==> src/rtl/uart_tx_mmio.sv <==
// Memory-mapped 8N1 serial transmitter: an 8-entry byte FIFO drained LSB-first
// at a programmable bit period, with a pollable status/overflow register.
module uart_tx_mmio #(
  parameter logic [31:0] BASE_ADDR  = 32'hFF20_0000,
  parameter logic [15:0] DIV_RESET  = 16'd434,
  parameter int          FIFO_DEPTH = 8
) (
  input  logic        iCLK,
  input  logic        iRST,
  input  logic        DwReadEnable,
  input  logic        DwWriteEnable,
  input  logic [3:0]  DwByteEnable,
  input  logic [31:0] DwAddress,
  input  logic [31:0] DwWriteData,
  output logic [31:0] oReadData,
  output logic        oSelected,
  output logic        oTX,
  output logic        oIRQ
);
  localparam int PW = $clog2(FIFO_DEPTH);
  localparam int CW = PW + 1;
  localparam logic [CW-1:0] DEPTH_C = CW'(FIFO_DEPTH);

  typedef enum logic [1:0] {IDLE, START, DATA, STOP} state_t;

  state_t        state_q, state_d;
  logic [15:0]   div_q, div_d;
  logic [15:0]   baud_q, baud_d;
  logic [2:0]    bit_q, bit_d;
  logic [7:0]    shift_q, shift_d;
  logic [PW-1:0] wr_ptr_q, wr_ptr_d;
  logic [PW-1:0] rd_ptr_q, rd_ptr_d;
  logic [CW-1:0] count_q, count_d;
  logic          ovf_q, ovf_d;
  logic [7:0]    mem_q [FIFO_DEPTH];

  logic [29:0]   word_off;
  logic          sel_tx, sel_status, sel_div, wr_en;
  logic          empty, full, busy, pop;
  logic          push_req, push_acc, ovf_set, ovf_clr;
  logic [15:0]   div_m1;
  logic          bit_end;
  logic          unused_bits;

  // Offsetting by the base lets one unsigned compare cover the three-word window.
  assign word_off   = DwAddress[31:2] - BASE_ADDR[31:2];
  assign oSelected  = (word_off < 30'd3);
  assign sel_tx     = oSelected && (word_off[1:0] == 2'd0);
  assign sel_status = oSelected && (word_off[1:0] == 2'd1);
  assign sel_div    = oSelected && (word_off[1:0] == 2'd2);
  assign wr_en      = DwWriteEnable && oSelected;

  assign unused_bits = &{1'b0, DwAddress[1:0], DwWriteData[31:16], DwByteEnable[3:2]};

  assign empty   = (count_q == '0);
  assign full    = (count_q == DEPTH_C);
  // A zero divisor behaves as one; ">=" keeps a mid-bit shrink from hanging.
  assign div_m1  = (div_q == 16'd0) ? 16'd0 : div_q - 16'd1;
  assign bit_end = (baud_q >= div_m1);

  // FIFO bookkeeping and register writes
  always_comb begin
    push_req = wr_en && sel_tx && DwByteEnable[0];
    push_acc = push_req && (!full || pop);
    ovf_set  = push_req && full && !pop;
    ovf_clr  = wr_en && sel_status && DwByteEnable[1] && DwWriteData[8];
    wr_ptr_d = push_acc ? wr_ptr_q + PW'(1) : wr_ptr_q;
    rd_ptr_d = pop ? rd_ptr_q + PW'(1) : rd_ptr_q;
    count_d  = count_q + CW'(push_acc) - CW'(pop);
    ovf_d    = (ovf_q && !ovf_clr) || ovf_set;
    div_d    = div_q;
    if (wr_en && sel_div) begin
      if (DwByteEnable[0]) div_d[7:0]  = DwWriteData[7:0];
      if (DwByteEnable[1]) div_d[15:8] = DwWriteData[15:8];
    end
  end

  // TX FSM next state
  always_comb begin
    state_d = state_q;
    baud_d  = baud_q;
    bit_d   = bit_q;
    shift_d = shift_q;
    pop     = 1'b0;
    case (state_q)
      IDLE: begin
        if (!empty) begin
          pop     = 1'b1;
          shift_d = mem_q[rd_ptr_q];
          bit_d   = 3'd0;
          baud_d  = 16'd0;
          state_d = START;
        end
      end
      START: begin
        if (bit_end) begin
          baud_d  = 16'd0;
          state_d = DATA;
        end else begin
          baud_d = baud_q + 16'd1;
        end
      end
      DATA: begin
        if (bit_end) begin
          baud_d  = 16'd0;
          shift_d = {1'b0, shift_q[7:1]};
          bit_d   = bit_q + 3'd1;
          if (bit_q == 3'd7) state_d = STOP;
        end else begin
          baud_d = baud_q + 16'd1;
        end
      end
      STOP: begin
        if (bit_end) begin
          baud_d = 16'd0;
          if (!empty) begin
            // Back-to-back: the next start bit follows the stop bit directly.
            pop     = 1'b1;
            shift_d = mem_q[rd_ptr_q];
            bit_d   = 3'd0;
            state_d = START;
          end else begin
            state_d = IDLE;
          end
        end else begin
          baud_d = baud_q + 16'd1;
        end
      end
      default: state_d = IDLE;
    endcase
  end

  // TX FSM outputs
  always_comb begin
    oTX  = 1'b1;
    busy = 1'b1;
    case (state_q)
      IDLE:    busy = 1'b0;
      START:   oTX  = 1'b0;
      DATA:    oTX  = shift_q[0];
      default: oTX  = 1'b1;
    endcase
    oIRQ = empty && !busy;
  end

  always_comb begin
    oReadData = 32'd0;
    if (DwReadEnable && oSelected) begin
      if (sel_status)
        oReadData = {23'd0, ovf_q, count_q, 1'b0, busy, full, empty};
      else if (sel_div)
        oReadData = {16'd0, div_q};
    end
  end

  always_ff @(posedge iCLK or posedge iRST) begin
    if (iRST) begin
      state_q  <= IDLE;
      div_q    <= DIV_RESET;
      baud_q   <= 16'd0;
      bit_q    <= 3'd0;
      shift_q  <= 8'd0;
      wr_ptr_q <= '0;
      rd_ptr_q <= '0;
      count_q  <= '0;
      ovf_q    <= 1'b0;
    end else begin
      state_q  <= state_d;
      div_q    <= div_d;
      baud_q   <= baud_d;
      bit_q    <= bit_d;
      shift_q  <= shift_d;
      wr_ptr_q <= wr_ptr_d;
      rd_ptr_q <= rd_ptr_d;
      count_q  <= count_d;
      ovf_q    <= ovf_d;
    end
  end

  // Storage has no reset; the pointers and count define what is valid.
  always_ff @(posedge iCLK) begin
    if (push_acc) mem_q[wr_ptr_q] <= DwWriteData[7:0];
  end

endmodule

==> config.mk <==
export PLATFORM = sky130hd
export DESIGN_NAME = uart_tx_mmio
export DESIGN_NICKNAME = d
export VERILOG_FILES = /design/src/rtl/uart_tx_mmio.sv
export SDC_FILE = /design/constraint.sdc
export NUM_CORES = 1
export LEC_CHECK = 0
export BUFFER_PORTS_ARGS = -buffer_cell sky130_fd_sc_hd__buf_2
export CAP_MARGIN = 5
export CORE_UTILIZATION = 51
export DETAILED_ROUTE_END_ITERATION = 10
export MAX_ROUTING_LAYER = met4
export PLACE_DENSITY = 0.75
export SLEW_MARGIN = 20
export SYNTH_ARGS = -nofsm -noshare
export SYNTH_HDL_FRONTEND = slang
export SYNTH_SLANG_ARGS = --single-unit
==> constraint.sdc <==
create_clock -name iCLK -period 3.45 [get_ports iCLK]
set_clock_uncertainty 0.05 [all_clocks]
set_input_delay 0.69 -clock iCLK [delete_from_list [all_inputs] [get_ports iCLK]]
set_output_delay 0.69 -clock iCLK [all_outputs]
set_load 0.05 [all_outputs]
# After elaboration in Yosys (flattened, before gate mapping)
# Memory sizes are Yosys's and may differ from the RTL's.
# Cells that the tools add are included.
# totals
regBits	56
mem_bits_rw	64
in_bits	72
output_inout_bits	35
n_memories	1
# memory_table
memory	depth	width	rd	rd_ports_with_merged_regs	write_ports	line_no	text
mem_q	8	8	1	0	1	35	logic [7:0] mem_q [FIFO_DEPTH];
# op_classes
addsub	8
magnitude_cmp	2
eq_ne	12
mux	29
reduce_logical	31
# op_table
operator	n
$mux 16	6
$pmux 16 s2	1
$lt 30x2->1 const B	1
$sub 30x30->30 const B	1
$mux 8	3
$pmux 8 s3	1
$add 16x1->16 const B	1
$ge 16x16->1	1
$logic_and 1x1->1	16
$logic_not 16->1	1
$sub 16x1->16 const B	1
$mux 2	5
$ne 2x2->1 const B	5
$add 3x1->3 const B	3
$mux 3	3
$pmux 3 s3	1
$pmux 2 s4	1
$eq 2x2->1 const B	3
$mux 1	6
$reduce_and 5->1	1
$add 4x1->4	1
$eq 2x1->1 const B	2
$eq 4x4->1 const B	1
$logic_not 2->1	2
10 further kinds	15

# Longest topological paths before layout
# depth
word_depth	9
depth_mapped	18
mapped_depth_nobuf	17

# Worst setup path before layout
# No wires, ideal clock.
# synth_path
kind	input -> output
from	input DwAddress[30]
to	output oReadData[0]
t_arrival_ps	3486
required_ps	2710
path_slack_ps	-776
cell_stages	5
path_buffers	0
path_cell_list	or4_1 -> a211o_1 -> a2111oi_4 -> nand2_1 -> nor2_1
# synth_via
elab_chain_cells	6
elab_cells_between_ends	8
# synth_rtl
item	line_no	text
from (decl)	13	input logic [31:0] DwAddress,
$sub 30x30->30 *	46	assign word_off = DwAddress[31:2] - BASE_ADDR[31:2];
$lt 30x2->1 *	47	assign oSelected = (word_off < 30'd3);
via oSelected	16	output logic oSelected,
$logic_and 1x1->1	50	assign sel_div = oSelected && (word_off[1:0] == 2'd2);
$mux 16	151	else if (sel_div)
$mux 16	149	if (sel_status)
$mux 16 *	148	if (DwReadEnable && oSelected) begin
to (decl)	15	output logic [31:0] oReadData,
# Mark *: on every way through the listed nets, which the timed path passes. The rest lies on a longest branch.

# Final worst setup path
# layout_path
from	register div_q[5]
to	register count_q[1]
# layout_via
elab_chain_cells	9
elab_cells_between_ends	10
# layout_rtl
item	line_no	text
from (decl)	27	logic [15:0] div_q, div_d;
from (signal assigned)	169	div_q <= div_d;
$sub 16x1->16 or $logic_not 16->1 (tied branches)	58	assign div_m1 = (div_q == 16'd0) ? 16'd0 : div_q - 16'd1;
$mux 16 *	58	
$ge 16x16->1 *	59	assign bit_end = (baud_q >= div_m1);
$mux 1 *	114	if (bit_end) begin
$pmux 1 s2 *	85	case (state_q)
$logic_or 1x1->1	64	push_acc = push_req && (!full || pop);
$logic_and 1x1->1	64	
$add 4x1->4	69	count_d = count_q + CW'(push_acc) - CW'(pop);
$sub 4x1->4 *	69	
via count_d[1]	33	logic [CW-1:0] count_q, count_d;
to (signal assigned)	175	count_q <= count_d;
to (decl)	33	
# Marked as above.
# A chain may end at the register's enable or synchronous reset.

==> impl_metrics.toml <==
[floorplan]
num_rows = 40
fp.dieW_um = 115
io-pin-count = 107
start_util_pct = 53.3
die_area_um2 = 13200
dieHeight_um = 115
core_um2 = 12200

[sta]
worst_slack_ns = -0.416
final-setup-viol-count = 81
drv_slew = 0
post-route-period-util_pct = 112
max_slew_margin_pct = 48.1
timing.final.hold_violations = 0
fmax_mhz = 259
worstMarginPinSlew_ns = 0.778
holdWs_ns = 0.122
period_minus_slack_ns = 3.87
rsz0062_at_grt = "yes"

[setup_path]
worstPathRequired_ns = 3.71
crit_path_max_fanout = 6
crit_type = "reg2reg"
worstSetupStartpointType = "flip-flop"
endpoint_kind = "flip-flop"
crit_arrival_ns = 4.13
r2r_slack_ns = -0.42

[logic_synthesis]
async_flop_share_pct = 46.7
yosysTopAreaCell = "edfxtp_1"
synth_top_area_share_pct = 29.5
synth_cells = 528
ys_warn_count = 0
ys_seq_area_share_pct = 51.2
synth_ff_type = "edfxtp_1"
synth.avg_cell_area_um2 = 12.3
ys_top_cells_by_count = "edfxtp_1, dfrtp_1, nand2_1, ha_1, nor2_1"
ys_types = 70
synth_edf_count = 64
yosys-top-cells-area = "edfxtp_1, dfrtp_1, ha_1"
synth-seq-cells = 120
synth_most_common_cell = "edfxtp_1"
syn_area_um2 = 6510

[clock_tree]
clockBufferDepth = 2
numCtsBuffers = 17
clock_sinks = 120
holdBufCountCts = 0
root_buffer = "clkbuf_16"
cts.htree.levels = 4
cts_tree = "built"
insertion_delay_ns = 0.42
clkSlewWorstSetupHoldPaths_ns = 0.05

[power]
combinationalPowerShare_pct = 15.1
p_per_area_nw_per_um2 = 460
p_sw_w = 0.00104
seqPwrFrac_pct = 40.6
power_frac_clock_pct = 44.3
p_leak_nw = 3.65
power_w = 0.00398
swShare_pct = 26.2
p_int_w = 0.00294
irDropWorstVdd_mv = 0.308

[global_routing]
gr-usage-met3_pct = 4.43
grt_pass1_wl_mm = 24.6
grt_pass1_vias = 4896
grt_use_total_pct = 25.8
busiest_layer = "met2"
grt_max_degree = 49
grt.overflow.total = 0
gr-usage-met1_pct = 32.0
use_met2_pct = 42.4
antenna_found_initial = 0

[cells_and_area]
nNetsFinal = 773
diodes = 0
syn2layout_area_growth_pct = 32.8
layout-drive-gt1-share_pct = 43.8
fin_area_um2 = 8640

[route]
wirelength_mm = 16.2
drc = 0
drt_iter0_markers = 314
wl_per_cell_um = 19.1
vias_per_cell = 5.82
via_count = 4923
firstDrtPassIters = 5
ant_nets = 0

[place]
port_buffers = 70
placed_area_um2 = 7510
dp_hpwl_mm = 10.3
gp_congestion = 0.867

[status]
outcome = "finished with violations"
violations = "negative setup slack"

[job]
drv_cap = 0

[hold_path]
holdCritPathClass = "in2async"
## metal layers
layer  vias to the layer above  wire [um]
met5                         -          0
met4                         0        397
met3                        37        766
met2                       198       8430
met1                      2456       6580
li1                       2232          -
## layout by cell type, fill, tap and decap left out, types with 6 or more instances in the layout
cell,count
edfxtp_1,64
buf_2,55
buf_4,55
dfrtp_1,51
nand2_1,39
mux2_2,27
ha_1,24
nor2_1,18
clkbuf_16,17
inv_1,16
mux4_2,16
conb_1,16
xnor2_1,13
xor2_1,12
buf_6,12
o21ai_0,10
nand3_1,10
mux2i_1,9
ha_4,9
a22o_1,8
and2_4,8
nor2_4,8
nor4b_1,7
o21a_1,7
nor3_1,7
a22oi_1,7
nand4_1,6
buf_8,6
## what timing repair did
| action | 4_1_cts | 5_1_grt |
|---|---|---|
| pin swaps | 14 | 26 |
| setup endpoints to repair | 112 | 118 |
| resized for setup | 42 | 71 |
| cloned | 1 | 1 |
| buffers inserted | 5 | 5 |
## critical path, cell delays in order (launching register included)
cell,delay [ns]
dfstp_2,0.37
nor4_2,0.36
buf_4,0.21
buf_6,0.10
nand4b_1,0.10
or2_4,0.28
buf_6,0.14
nand2b_4,0.07
ha_4,0.20
nor2b_1,0.13
o211ai_1,0.20
a311o_1,0.24
nand4_1,0.18
a21oi_2,0.21
a21o_1,0.14
ha_2,0.19
inv_2,0.04
fa_2,0.52
inv_2,0.03
## logic make-up (layout without fill, tap and decap cells)
logic type,count (synthesis),count (layout),synth area share [%]
and+or+nand+nor,160,160,13.3
adders and majority gates,36,36,7.04
muxes,53,53,11.8
buffers and inverters,54,189,4.04
xor gates and xnor gates,26,26,3.50
other,1,16,0.0576
AOI/OAI and AO/OA,78,78,9.11
DFF,120,120,51.2
## cell type report
class | instances | area [um2]
clock buffer | 19 | 433
clock inverter | 13 | 153
fill | 772 | 3570
inverter | 21 | 81.3
multi-input combinational | 369 | 3410
sequential | 120 | 3330
tap | 168 | 210
timing repair buffer | 136 | 1020
## state kept, by name, indices dropped and copies added (netlist names), 2 cells and up
| name | flops |
|---|---|
| shift_q | 8 |
| mem_q | 64 |
| state_q | 2 |
| baud_q | 16 |
| bit_q | 3 |
| rd_ptr_q | 3 |
| count_q | 4 |
| div_q | 16 |
| wr_ptr_q | 3 |
## through the flow
step	TNS, ns	utilization, %	setup WS (ns)	instances
global placement	-23.54	61.5	-0.378	802
CTS	-5.90	68.1	-0.185	840
global route	-27.69	70.8	-0.506	846
detailed placement	-29.02	61.5	-0.428	802
floorplan	-27.48	-	-0.488	543
finish	-21.63	70.8	-0.416	846
## power by group through the flow
stage / Sequential [W] / Combinational [W] / Clock [W]
finish: 0.00162 / 0.000599 / 0.00176
global route: 0.00163 / 0.000655 / 0.00186
CTS: 0.00162 / 0.000579 / 0.00178
detailed placement: 0.00165 / 0.000571 / 0
global placement: 0.00164 / 0.000539 / 0
floorplan: 0.00162 / 0.000463 / 0
## path summary, 6_finish.rpt
check / start / end / cells past startpoint
hold / removal: iRST / shift_q[0] / 2
max in group asynchronous: iRST / div_q[11] / 3
setup reg to reg: div_q[5] / count_q[1] / 18
hold reg to reg: shift_q[4] / shift_q[4] / 1
setup / recovery: div_q[5] / count_q[1] / 18
min in group iCLK: shift_q[4] / shift_q[4] / 1
Note: power is estimated with default switching activity, not from simulation.
